`config.mk`:
```
export PLATFORM = sky130hd
export DESIGN_NAME = key_priority_encoder
export DESIGN_NICKNAME = d
export VERILOG_FILES = /design/src/rtl/enc_pkg.sv /design/src/rtl/key_debouncer.sv /design/src/rtl/key_priority_encoder.sv
export SDC_FILE = /design/constraint.sdc
export NUM_CORES = 1
export LEC_CHECK = 0
export BUFFER_PORTS_ARGS = -buffer_cell sky130_fd_sc_hd__buf_4
export CAP_MARGIN = 10
export CORE_MARGIN = 3
export CORE_UTILIZATION = 57
export CTS_CLUSTER_SIZE = 25
export DETAILED_ROUTE_END_ITERATION = 12
export GPL_TIMING_DRIVEN = 0
export MAX_ROUTING_LAYER = met4
export PLACE_DENSITY = 0.84
export REMOVE_ABC_BUFFERS = 1
export SLEW_MARGIN = 20
export SYNTH_ARGS = -nofsm -noshare
export SYNTH_HDL_FRONTEND = slang
export SYNTH_HIERARCHICAL = 1
export SYNTH_SLANG_ARGS = --single-unit
```
`constraint.sdc`:
```
create_clock -name clk -period 5 [get_ports clk]
set_input_delay 0.5 -clock clk [delete_from_list [all_inputs] [get_ports clk]]
set_output_delay 0.5 -clock clk [all_outputs]
set_load 0.005 [all_outputs]
```
`src/rtl/enc_pkg.sv`:
```
// Shared definitions for the key priority encoder slice.
//   CODE_W    : width of the binary key index
//   KEY_N     : number of key lines
//   IDLE_CODE : code presented when disabled or no key is pressed
//   evt_state_e : one-deep press-event queue state
//   prio_code : index of the highest pressed (low) key, IDLE_CODE if none
package enc_pkg;

  localparam int CODE_W = 3;
  localparam int KEY_N  = 8;
  localparam logic [CODE_W-1:0] IDLE_CODE = 3'b111;

  typedef enum logic {
    EMPTY = 1'b0,
    FULL  = 1'b1
  } evt_state_e;

  // Scan upward so the highest pressed index overwrites lower ones.
  function automatic logic [CODE_W-1:0] prio_code(input logic [KEY_N-1:0] keys_n);
    logic [CODE_W-1:0] idx;
    idx = IDLE_CODE;
    for (int i = 0; i < KEY_N; i++) begin
      if (keys_n[i] == 1'b0) begin
        idx = CODE_W'(i);
      end else begin
        idx = idx;
      end
    end
    return idx;
  endfunction

endpackage

```
`src/rtl/key_debouncer.sv`:
```
// Two-flop synchroniser followed by a debounce filter. A new synchronised
// key vector must be seen unchanged for DEBOUNCE consecutive samples before
// it is committed to deb_n; any change in between restarts the count.
//   clk, rst : clock, asynchronous active-high reset
//   keys_n   : raw active-low key lines, asynchronous to clk
//   deb_n    : debounced, committed key vector (active-low)
module key_debouncer #(
  parameter int W        = 8,
  parameter int DEBOUNCE = 4,
  parameter int CNT_W    = 8
) (
  input  logic         clk,
  input  logic         rst,
  input  logic [W-1:0] keys_n,
  output logic [W-1:0] deb_n
);

  logic [W-1:0]     s1_r;
  logic [W-1:0]     s2_r;
  logic [W-1:0]     deb_r;
  logic [W-1:0]     cand_r;
  logic [CNT_W-1:0] cnt_r;
  logic [CNT_W-1:0] cnt_inc_s;

  assign cnt_inc_s = cnt_r + CNT_W'(1);
  assign deb_n     = deb_r;

  // Synchroniser chain and debounce counter/candidate tracking.
  always_ff @(posedge clk or posedge rst) begin
    if (rst) begin
      s1_r   <= {W{1'b1}};
      s2_r   <= {W{1'b1}};
      deb_r  <= {W{1'b1}};
      cand_r <= {W{1'b1}};
      cnt_r  <= {CNT_W{1'b0}};
    end else begin
      s1_r <= keys_n;
      s2_r <= s1_r;
      if (s2_r == deb_r) begin
        // Back at the committed value: nothing pending.
        cand_r <= s2_r;
        cnt_r  <= {CNT_W{1'b0}};
      end else if (s2_r != cand_r) begin
        // New candidate (or a glitch): restart counting from this sample.
        cand_r <= s2_r;
        if (DEBOUNCE == 1) begin
          deb_r <= s2_r;
          cnt_r <= {CNT_W{1'b0}};
        end else begin
          cnt_r <= CNT_W'(1);
        end
      end else if (cnt_inc_s == CNT_W'(DEBOUNCE)) begin
        deb_r <= cand_r;
        cnt_r <= {CNT_W{1'b0}};
      end else begin
        cnt_r <= cnt_inc_s;
      end
    end
  end

endmodule

```
`src/rtl/key_priority_encoder.sv`:
```
// 74148-style 8-input active-low priority encoder with synchronised and
// debounced inputs, registered code/cascade flags and a one-deep press-event
// queue with valid/ready handshake.
//   clk, rst  : clock, asynchronous active-high reset
//   ei_n      : enable in (active-low, synchronous)
//   keys_n    : raw active-low key lines
//   code      : index of highest pressed key (bit 7 highest), 111 when idle
//   gs_n      : low when enabled and a key is pressed
//   eo_n      : low when enabled and no key is pressed (cascade enable)
//   evt_valid, evt_code, evt_ready : press-event channel
//   overrun   : sticky, an event was lost while one was pending
module key_priority_encoder
  import enc_pkg::*;
#(
  parameter int DEBOUNCE = 4,
  parameter int CNT_W    = 8
) (
  input  logic              clk,
  input  logic              rst,
  input  logic              ei_n,
  input  logic [KEY_N-1:0]  keys_n,
  output logic [CODE_W-1:0] code,
  output logic              gs_n,
  output logic              eo_n,
  output logic              evt_valid,
  output logic [CODE_W-1:0] evt_code,
  input  logic              evt_ready,
  output logic              overrun
);

  logic [KEY_N-1:0]  deb_n_s;
  logic [CODE_W-1:0] next_code_s;
  logic              next_gs_n_s;
  logic              next_eo_n_s;
  logic              trig_s;

  logic [CODE_W-1:0] code_r;
  logic              gs_n_r;
  logic              eo_n_r;
  evt_state_e        state_r;
  logic              evt_valid_r;
  logic [CODE_W-1:0] evt_code_r;
  logic              overrun_r;

  key_debouncer #(
    .W        (KEY_N),
    .DEBOUNCE (DEBOUNCE),
    .CNT_W    (CNT_W)
  ) u_deb (
    .clk    (clk),
    .rst    (rst),
    .keys_n (keys_n),
    .deb_n  (deb_n_s)
  );

  // Next encoder outputs from the debounced keys and the enable.
  always_comb begin
    next_code_s = IDLE_CODE;
    next_gs_n_s = 1'b1;
    next_eo_n_s = 1'b1;
    if (ei_n) begin
      next_code_s = IDLE_CODE;
      next_gs_n_s = 1'b1;
      next_eo_n_s = 1'b1;
    end else if (deb_n_s == {KEY_N{1'b1}}) begin
      next_code_s = IDLE_CODE;
      next_gs_n_s = 1'b1;
      next_eo_n_s = 1'b0;
    end else begin
      next_code_s = prio_code(deb_n_s);
      next_gs_n_s = 1'b0;
      next_eo_n_s = 1'b1;
    end
  end

  // A press event is a new active group or a change of the winning code;
  // releases and hidden lower-priority presses do not qualify.
  assign trig_s = (next_gs_n_s == 1'b0) &&
                  ((gs_n_r == 1'b1) || (next_code_s != code_r));

  // Registered encoder outputs.
  always_ff @(posedge clk or posedge rst) begin
    if (rst) begin
      code_r <= IDLE_CODE;
      gs_n_r <= 1'b1;
      eo_n_r <= 1'b1;
    end else begin
      code_r <= next_code_s;
      gs_n_r <= next_gs_n_s;
      eo_n_r <= next_eo_n_s;
    end
  end

  // Event queue FSM; a handshake and a new trigger on the same edge
  // replace the event in place so the consumer sees no bubble.
  always_ff @(posedge clk or posedge rst) begin
    if (rst) begin
      state_r     <= EMPTY;
      evt_valid_r <= 1'b0;
      evt_code_r  <= {CODE_W{1'b0}};
      overrun_r   <= 1'b0;
    end else begin
      case (state_r)
        EMPTY: begin
          if (trig_s) begin
            state_r     <= FULL;
            evt_valid_r <= 1'b1;
            evt_code_r  <= next_code_s;
          end else begin
            state_r     <= EMPTY;
            evt_valid_r <= 1'b0;
          end
        end
        FULL: begin
          if (evt_ready) begin
            overrun_r <= 1'b0;
            if (trig_s) begin
              state_r     <= FULL;
              evt_valid_r <= 1'b1;
              evt_code_r  <= next_code_s;
            end else begin
              state_r     <= EMPTY;
              evt_valid_r <= 1'b0;
            end
          end else if (trig_s) begin
            // Pending event is kept; the new one is lost.
            overrun_r <= 1'b1;
          end else begin
            state_r <= FULL;
          end
        end
        default: begin
          state_r     <= EMPTY;
          evt_valid_r <= 1'b0;
        end
      endcase
    end
  end

  assign code      = code_r;
  assign gs_n      = gs_n_r;
  assign eo_n      = eo_n_r;
  assign evt_valid = evt_valid_r;
  assign evt_code  = evt_code_r;
  assign overrun   = overrun_r;

endmodule
```
==> out/metrics.yaml, run 1 <==
outcome: "finished clean"
cp_cell_sequence: "xor2_1 > nor4_2 > o211ai_1 > or4_1 > mux2_4"
grt_pass1_wl_um: 5802
crit_arrival_ns: 2.81
gr-usage-met2_pct: 29.84
synth.largest_area_cell: "dfstp_2"
io_pins: 22
final.hold.worst_slack_ns: 0.1828
post-route-period-util_pct: 51.65
synth.avg_cell_area_um2: 13.04
async_flop_share_pct: 100.0
die_area_mm2: 0.004623
gr-usage-all-layers_pct: 18.11
dpl.hpwl_um: 2594
portBuffers: 21
powerDensity_mw_per_mm2: 293.8
ant_nets: 0
finalHoldViolations: 0
gp_congestion: 0.8350
regArea_mm2: 0.001323
final_common_cell: "dfstp_2"
ys_types: 34
crit_path_top_delay_cell: "or4_1"
max_cap_violations: 0
grt_antenna_before_repair: 0
synth_area_mm2: 0.002191
ir_drop_mv: 0.2178
route.detailed.drc: 0
synth.ff_latch_count: 51
cp_max_fo: 8
final_cell_mix: "37 x dfstp_2, 21 x buf_4, 15 x xor2_1"
slew_viol_final: 0
synth_edf_count: 0
hp-class: "in -> async"
fmax_mhz: 387.2
drt_iter0_markers: 71
yosysSeqAreaShare_pct: 60.37
layout-drive-gt1-share_pct: 45.21
holdBufCountCts: 0
wirelength_um: 3493
syn_to_final_growth_pct: 12.28
synth-main-ff-cell: "dfstp_2"
dpl_cell_area_mm2: 0.002365
setup_viol: 0
relSlewSlack_pct: 49.99
synth_top_area_share_pct: 44.37
endpoint_kind: "flip-flop"
post-cts-setup-buffers: 0
busiest_layer: "met2"
antenna_cells: 0
finalCriticalPeriod_ns: 2.582
final_util_pct: 69.87
die_h_um: 68.00
numCtsBuffers: 5
synth_cells: 168
grt_use_met1_pct: 19.93
worstPathRequired_ns: 5.23
avgRoutedWirePerCell_um: 14.93
die_x_um: 68.00
grt_use_met3_pct: 5.583
start_util_pct: 62.22
synthTopCellsByArea: "dfstp_2 44%, dfrtp_1 16%, mux2_4 7.5%, xor2_1 6.0%, xnor2_1 4.4%"
cts_resized: 0
postLayoutCellArea_mm2: 0.002460
multi_input_area_um2: 797.0
grt-ovfl-total: 0
rows: 21
crit_buf_inv: 0
vias: 1252
clock_latency_ns: 0.30
firstDrtPassIters: 4
cts_root_buf: "clkbuf_8"
power.leakage_nw: 1.008
core_area_mm2: 0.003521
fin_skew_ns: 0.008486
grt_pass1_vias: 1294
startpoint_type: "flip-flop"
dp.cells: 226
fin_setup_tns_ns: 0
num-fill-cells: 262
clkTransAtPathRegs_ns: 0.10
cts_tree: "built"
avgViaCountPerCell: 5.350
layoutNonFillerInstCount: 234
tightestPinTransition_ns: 0.7490
path_delay_family: "simple AND/OR/NAND/NOR gates"
path_class: "reg -> reg"
cts.sinks: 51
grt_max_degree: 41
cpPeakStageDelay_ns: 0.75
ys_warn_count: 6
htree_levels: 2
nets: 201
clk_path_buf_depth: 2
rsz0062_at_grt: "false"
report_power, final:
part	switching [mW]	total [mW]	internal [mW]	leakage, nW
Combinational	0.0198	0.0368	0.0170	0.400
Sequential	0.00968	0.444	0.434	0.559
Clock	0.139	0.242	0.103	0.0491
state kept, by name, indices dropped and copies added (netlist names):
register	count
code	3
eo_n	1
evt_code	3
evt_valid	1
gs_n	1
overrun	1
state_r	1
u_deb/cand_r	8
u_deb/cnt_r	8
u_deb/deb_n	8
u_deb/s1_r	8
u_deb/s2_r	8
layer usage:
metal  wire [um]  up-vias
li1            -      601
met1        1459      610
met3         170        8
met4          74        0
met2        1789       33
met5           0        -
area by class of cell:
cell class,count,area share (%)
inverter,8,1.221
multi-input combinational,100,32.40
clock inverter,3,1.068
sequential,51,53.76
timing repair buffer,21,6.409
clock buffer,5,2.798
tap,46,2.340
Yosys cell counts (all sizes together), types with 2 or more instances:
master  number
a21oi        3
a31oi        3
and4         2
clkbuf       8
dfrtp       14
dfstp       37
ha           2
inv          8
mux2        11
nand2       10
nand2b       3
nand3        2
nand4        5
nor2        10
nor2b        2
nor3         3
nor4         2
o211ai       2
o21ai        3
o21bai       2
o31ai        2
or4          2
xnor2       11
xor2        15
metrics by stage:
stage / setup slack [ns] / power, mW
2_1_floorplan: 2.737 / 0.4697
3_5_place_dp: 2.447 / 0.4881
5_1_grt: 2.288 / 0.7563
6_report: 2.418 / 0.7226
4_1_cts: 2.426 / 0.7340
3_3_place_gp: 2.501 / 0.4840
worst paths after layout:
kind	from	endpoint	slack (ns)	cells past startpoint
max	u_deb/s2_r[5]	u_deb/deb_n[1]	2.42	5
max reg2reg	u_deb/s2_r[5]	u_deb/deb_n[1]	2.42	5
min reg2reg	u_deb/s1_r[7]	u_deb/s2_r[7]	0.36	0
min	rst	state_r	0.18	2
max in group asynchronous	rst	u_deb/cnt_r[2]	4.18	2
min in group clk	keys_n[0]	u_deb/s1_r[0]	0.29	1
cell families (layout without fill, tap and decap cells):
| logic type | Yosys count | after routing | share of synthesized area [%] |
|---|---|---|---|
| flip-flops | 51 | 51 | 60.37 |
| XOR/XNOR | 26 | 26 | 10.39 |
| adder cells (fa/ha/maj) | 2 | 2 | 1.142 |
| buffers and inverters | 17 | 37 | 3.255 |
| AO/OA/AOI/OAI | 17 | 17 | 5.940 |
| multiplexers | 11 | 11 | 7.539 |
| AND/OR/NAND/NOR | 44 | 44 | 11.36 |
No activity file was read; power rests on OpenSTA's default activity.
==> run 2: changes to the inputs <==
--- a/config.mk
+++ b/config.mk
@@ -5,6 +5,7 @@
 export SDC_FILE = /design/constraint.sdc
 export NUM_CORES = 1
 export LEC_CHECK = 0
+export ABC_AREA = 1
 export BUFFER_PORTS_ARGS = -buffer_cell sky130_fd_sc_hd__buf_4
 export CAP_MARGIN = 10
 export CORE_MARGIN = 3
==> constraint.sdc (replaced) <==
create_clock -name clk -period 2.4 [get_ports clk]
set_input_delay 0.24 -clock clk [delete_from_list [all_inputs] [get_ports clk]]
set_output_delay 0.24 -clock clk [all_outputs]
set_load 0.005 [all_outputs]
==> run 2 against run 1 <==
  * Clock skew increased by 0.00064 ns
  * Critical path depth increased by 6
  * Clock-buffer cell count increased by 2
  * Clock power increased by 110%
  * Maximum frequency increased by 49%
  * Register-to-register slack got worse by 1.7 ns
  * Synthesized cell count increased by 47%
  * Core utilization decreased by 0.24 points
  * First-iteration DRC count increased by 31%
  * Global-route usage decreased by 1.4 points
  * Critical endpoint is now u_deb/deb_n[6]
==> out/metrics.yaml, run 2 <==
reg2reg_setup_slack_ns: 0.67  # was 2.42 ns
synthTopCellsByArea: "dfstp_2 41%, dfrtp_1 15%, nand2_1 11%, inv_1 5.3%, nand3_1 3.6%"  # was dfstp_2 44%, dfrtp_1 16%, mux2_4 7.5%, xor2_1 6.0%, xnor2_1 4.4%
outcome: "finished clean"  # unchanged
avgViaCountPerCell: 4.959  # was 5.350
holdBufCountCts: 1  # was 0
nets: 283  # was 201
fin_setup_tns_ns: 0  # unchanged
portBuffers: 21  # unchanged
synth_common_cells: "67 x nand2_1, 37 x dfstp_2, 33 x inv_1"  # was 37 x dfstp_2, 15 x xor2_1, 14 x dfrtp_1
rows: 22  # was 21
synth_edf_count: 0  # unchanged
holdPathStages: 1
grt_max_degree: 39  # was 41
tightestPinTransition_ns: 0.4174  # was 0.7490 ns
synth.avg_cell_area_um2: 9.508  # was 13.04 um2
clock_latency_ns: 0.30  # about the same
synth.ff_latch_count: 51  # unchanged
dpl.hpwl_um: 2789  # was 2594 um
relSlewSlack_pct: 72.15  # was 49.99%
p_total_mw: 1.569  # was 0.7226 mW
synth-xor-area-share_pct: 5.221  # was 10.39%
synth.largest_area_cell: "dfstp_2"  # unchanged
grt-ovfl-total: 0  # unchanged
path_class: "reg -> reg"  # unchanged
hold_end: "u_deb/s1_r[0]"
reg2regPathDepth: 11  # was 5
drt_iter0_markers: 93  # was 71
endpoint_kind: "flip-flop"  # unchanged
synth_top_area_share_pct: 41.40  # was 44.37%
numCtsBuffers: 5  # unchanged
ant_nets: 0  # unchanged
hp-class: "in -> reg"  # was in -> async
finalCriticalPeriod_ns: 1.728  # was 2.582 ns
dp.cells: 309  # was 226
dp_slack_ns: 0.6595  # was 2.447 ns
antenna_cells: 0  # unchanged
die_x_um: 70.19  # was 68.00 um
rsz0062_at_grt: "false"  # unchanged
wirelength_um: 3595  # was 3493 um
fin_skew_ns: 0.009127  # was 0.008486 ns
fin_ws_ns: 0.6721  # was 2.418 ns
cp_num_cells: 11  # was 5
post-cts-setup-buffers: 0  # unchanged
critical_path.most_common_cell: "nand2_1"
ys_types: 24  # was 34
synth_cells: 247  # was 168
syn_to_final_growth_pct: 13.43  # was 12.28%
layoutNonFillerInstCount: 317  # was 234
postLayoutCellArea_mm2: 0.002664  # was 0.002460 mm2
die_h_um: 70.19  # was 68.00 um
layout-drive-gt1-share_pct: 34.57  # was 45.21%
start_util_pct: 61.38  # was 62.22%
htree_levels: 2  # unchanged
ir_drop_mv: 0.4583  # was 0.2178 mV
crit_buf_inv: 0  # unchanged
cts.sinks: 51  # unchanged
cts_resized: 0  # unchanged
die_area_mm2: 0.004927  # was 0.004623 mm2
firstDrtPassIters: 4  # unchanged
final.hold.worst_slack_ns: 0.04309  # was 0.1828 ns
async_flop_share_pct: 100.0  # unchanged
synth_area_mm2: 0.002349  # was 0.002191 mm2
grt_pass1_vias: 1461  # was 1294
synth_compound_area_share_pct: 2.025  # was 5.939%
cpPeakStageDelay_ns: 0.42  # was 0.75 ns
synth-simple-area-share_pct: 28.66  # was 11.36%
core_area_mm2: 0.003826  # was 0.003521 mm2
worstHoldStart: "keys_n[0]"
synthMuxAreaShare_pct: 0  # was 7.539%
cts_tree: "built"  # unchanged
synth_top_family_by_area: "simple AND/OR/NAND/NOR gates"  # unchanged
synth_most_common_cell: "nand2_1"  # was dfstp_2
vias: 1572  # was 1252
gr-usage-all-layers_pct: 16.73  # was 18.11%
rr_startpoint: "u_deb/cnt_r[0]"  # was u_deb/s2_r[5]
avgRoutedWirePerCell_um: 11.34  # was 14.93 um
crit_arrival_ns: 1.96  # was 2.81 ns
route.detailed.drc: 0  # unchanged
dpl_cell_area_mm2: 0.002556  # was 0.002365 mm2
path_delay_family: "simple AND/OR/NAND/NOR gates"  # unchanged
final_common_cell: "nand2_1"  # was dfstp_2
ys_warn_count: 6  # unchanged
grt_antenna_before_repair: 0  # unchanged
final_util_pct: 69.62  # was 69.87%
post-route-period-util_pct: 72.00  # was 51.65%
startpoint_type: "flip-flop"  # unchanged
gp_congestion: 0.8386  # was 0.8350
slew_viol_final: 0  # unchanged
max_cap_violations: 0  # unchanged
grt_pass1_wl_um: 6313  # was 5802 um
cp_max_fo: 10  # was 8
clk_path_buf_depth: 2  # unchanged
cp_cell_sequence: "ha_1 > nand2_1 > nand2_1 > nor2_1 > nand2_1 > nor2_1 > nand2_1 > nor2_8 > nand2_4 > nand2_1 > nand2_1"  # was xor2_1 > nor4_2 > o211ai_1 > or4_1 > mux2_4
reg2reg_to: "u_deb/deb_n[6]"  # was u_deb/deb_n[1]
synth-main-ff-cell: "dfstp_2"  # unchanged
final_cell_mix: "67 x nand2_1, 37 x dfstp_2, 32 x inv_1"  # was 37 x dfstp_2, 21 x buf_4, 15 x xor2_1
worstPathRequired_ns: 2.63  # was 5.23 ns
setup_viol: 0  # unchanged
power.leakage_nw: 1.266  # was 1.008 nW
io_pins: 22  # unchanged
crit_path_top_delay_cell: "dfrtp_1"  # was or4_1
yosysSeqAreaShare_pct: 56.31  # was 60.37%
synth-adder-area-share_pct: 1.066  # was 1.142%
powerDensity_mw_per_mm2: 588.9  # was 293.8 mW/mm2
clkTransAtPathRegs_ns: 0.08  # was 0.10 ns
finalHoldViolations: 0  # unchanged
fmax_mhz: 578.7  # was 387.2 MHz
cts_root_buf: "clkbuf_8"  # unchanged
## run 2: cell count changes in the layout (fill, tap and decap cells not counted), sizes merged, moves of 3 or more
cell	delta
a31oi	-3
inv	+24
mux2	-11
nand2	+68
nand2b	-3
nand3	+20
nor2	+14
xnor2	-5
xor2	-7
## run 2: area by class of cell
cell class	instances	area, um2
clock buffers	7	97.59
fillers	297	1162
inverters	34	127.6
multi-input cells	154	868.3
flip-flops and latches	51	1323
well taps	48	60.06
repair buffers	23	187.7
## run 2: logic make-up after synthesis
logic type      Yosys count
fa+ha+maj                 2
flops                    51
xor+xnor                 14
buf+inv                  42
compound gates            6
simple gates            132
## run 2: where the power goes
part           internal [mW]  switching, mW  total [mW]
clock network          0.264          0.255       0.518
registers              0.913         0.0243       0.937
logic                 0.0552         0.0580       0.113
total                   1.23          0.337        1.57
## run 2: worst reg2reg max path: stages (launching register included)
cell	delay, ns
dfrtp_1	0.42
ha_1	0.24
nand2_1	0.08
nand2_1	0.08
nor2_1	0.09
nand2_1	0.05
nor2_1	0.12
nand2_1	0.15
nor2_8	0.20
nand2_4	0.11
nand2_1	0.07
nand2_1	0.05
## run 2: worst max path at each step
stage,end,from
after CTS,u_deb/deb_n[6],u_deb/cnt_r[0]
after global routing,u_deb/deb_n[6],u_deb/cnt_r[0]
after detailed placement,u_deb/deb_n[6],u_deb/cnt_r[0]
after floorplan,u_deb/deb_n[2],u_deb/cnt_r[0]
final,u_deb/deb_n[6],u_deb/cnt_r[0]
after global placement,u_deb/deb_n[6],u_deb/cnt_r[0]
## run 2: metal layers
layer	part of all wire, %	vias up	GRT usage (%)
li1	-	799	-
met1	45	744	19.72
met4	1.9	0	5.745
met5	0	-	-
met3	3.8	6	4.317
met2	50	23	27.91
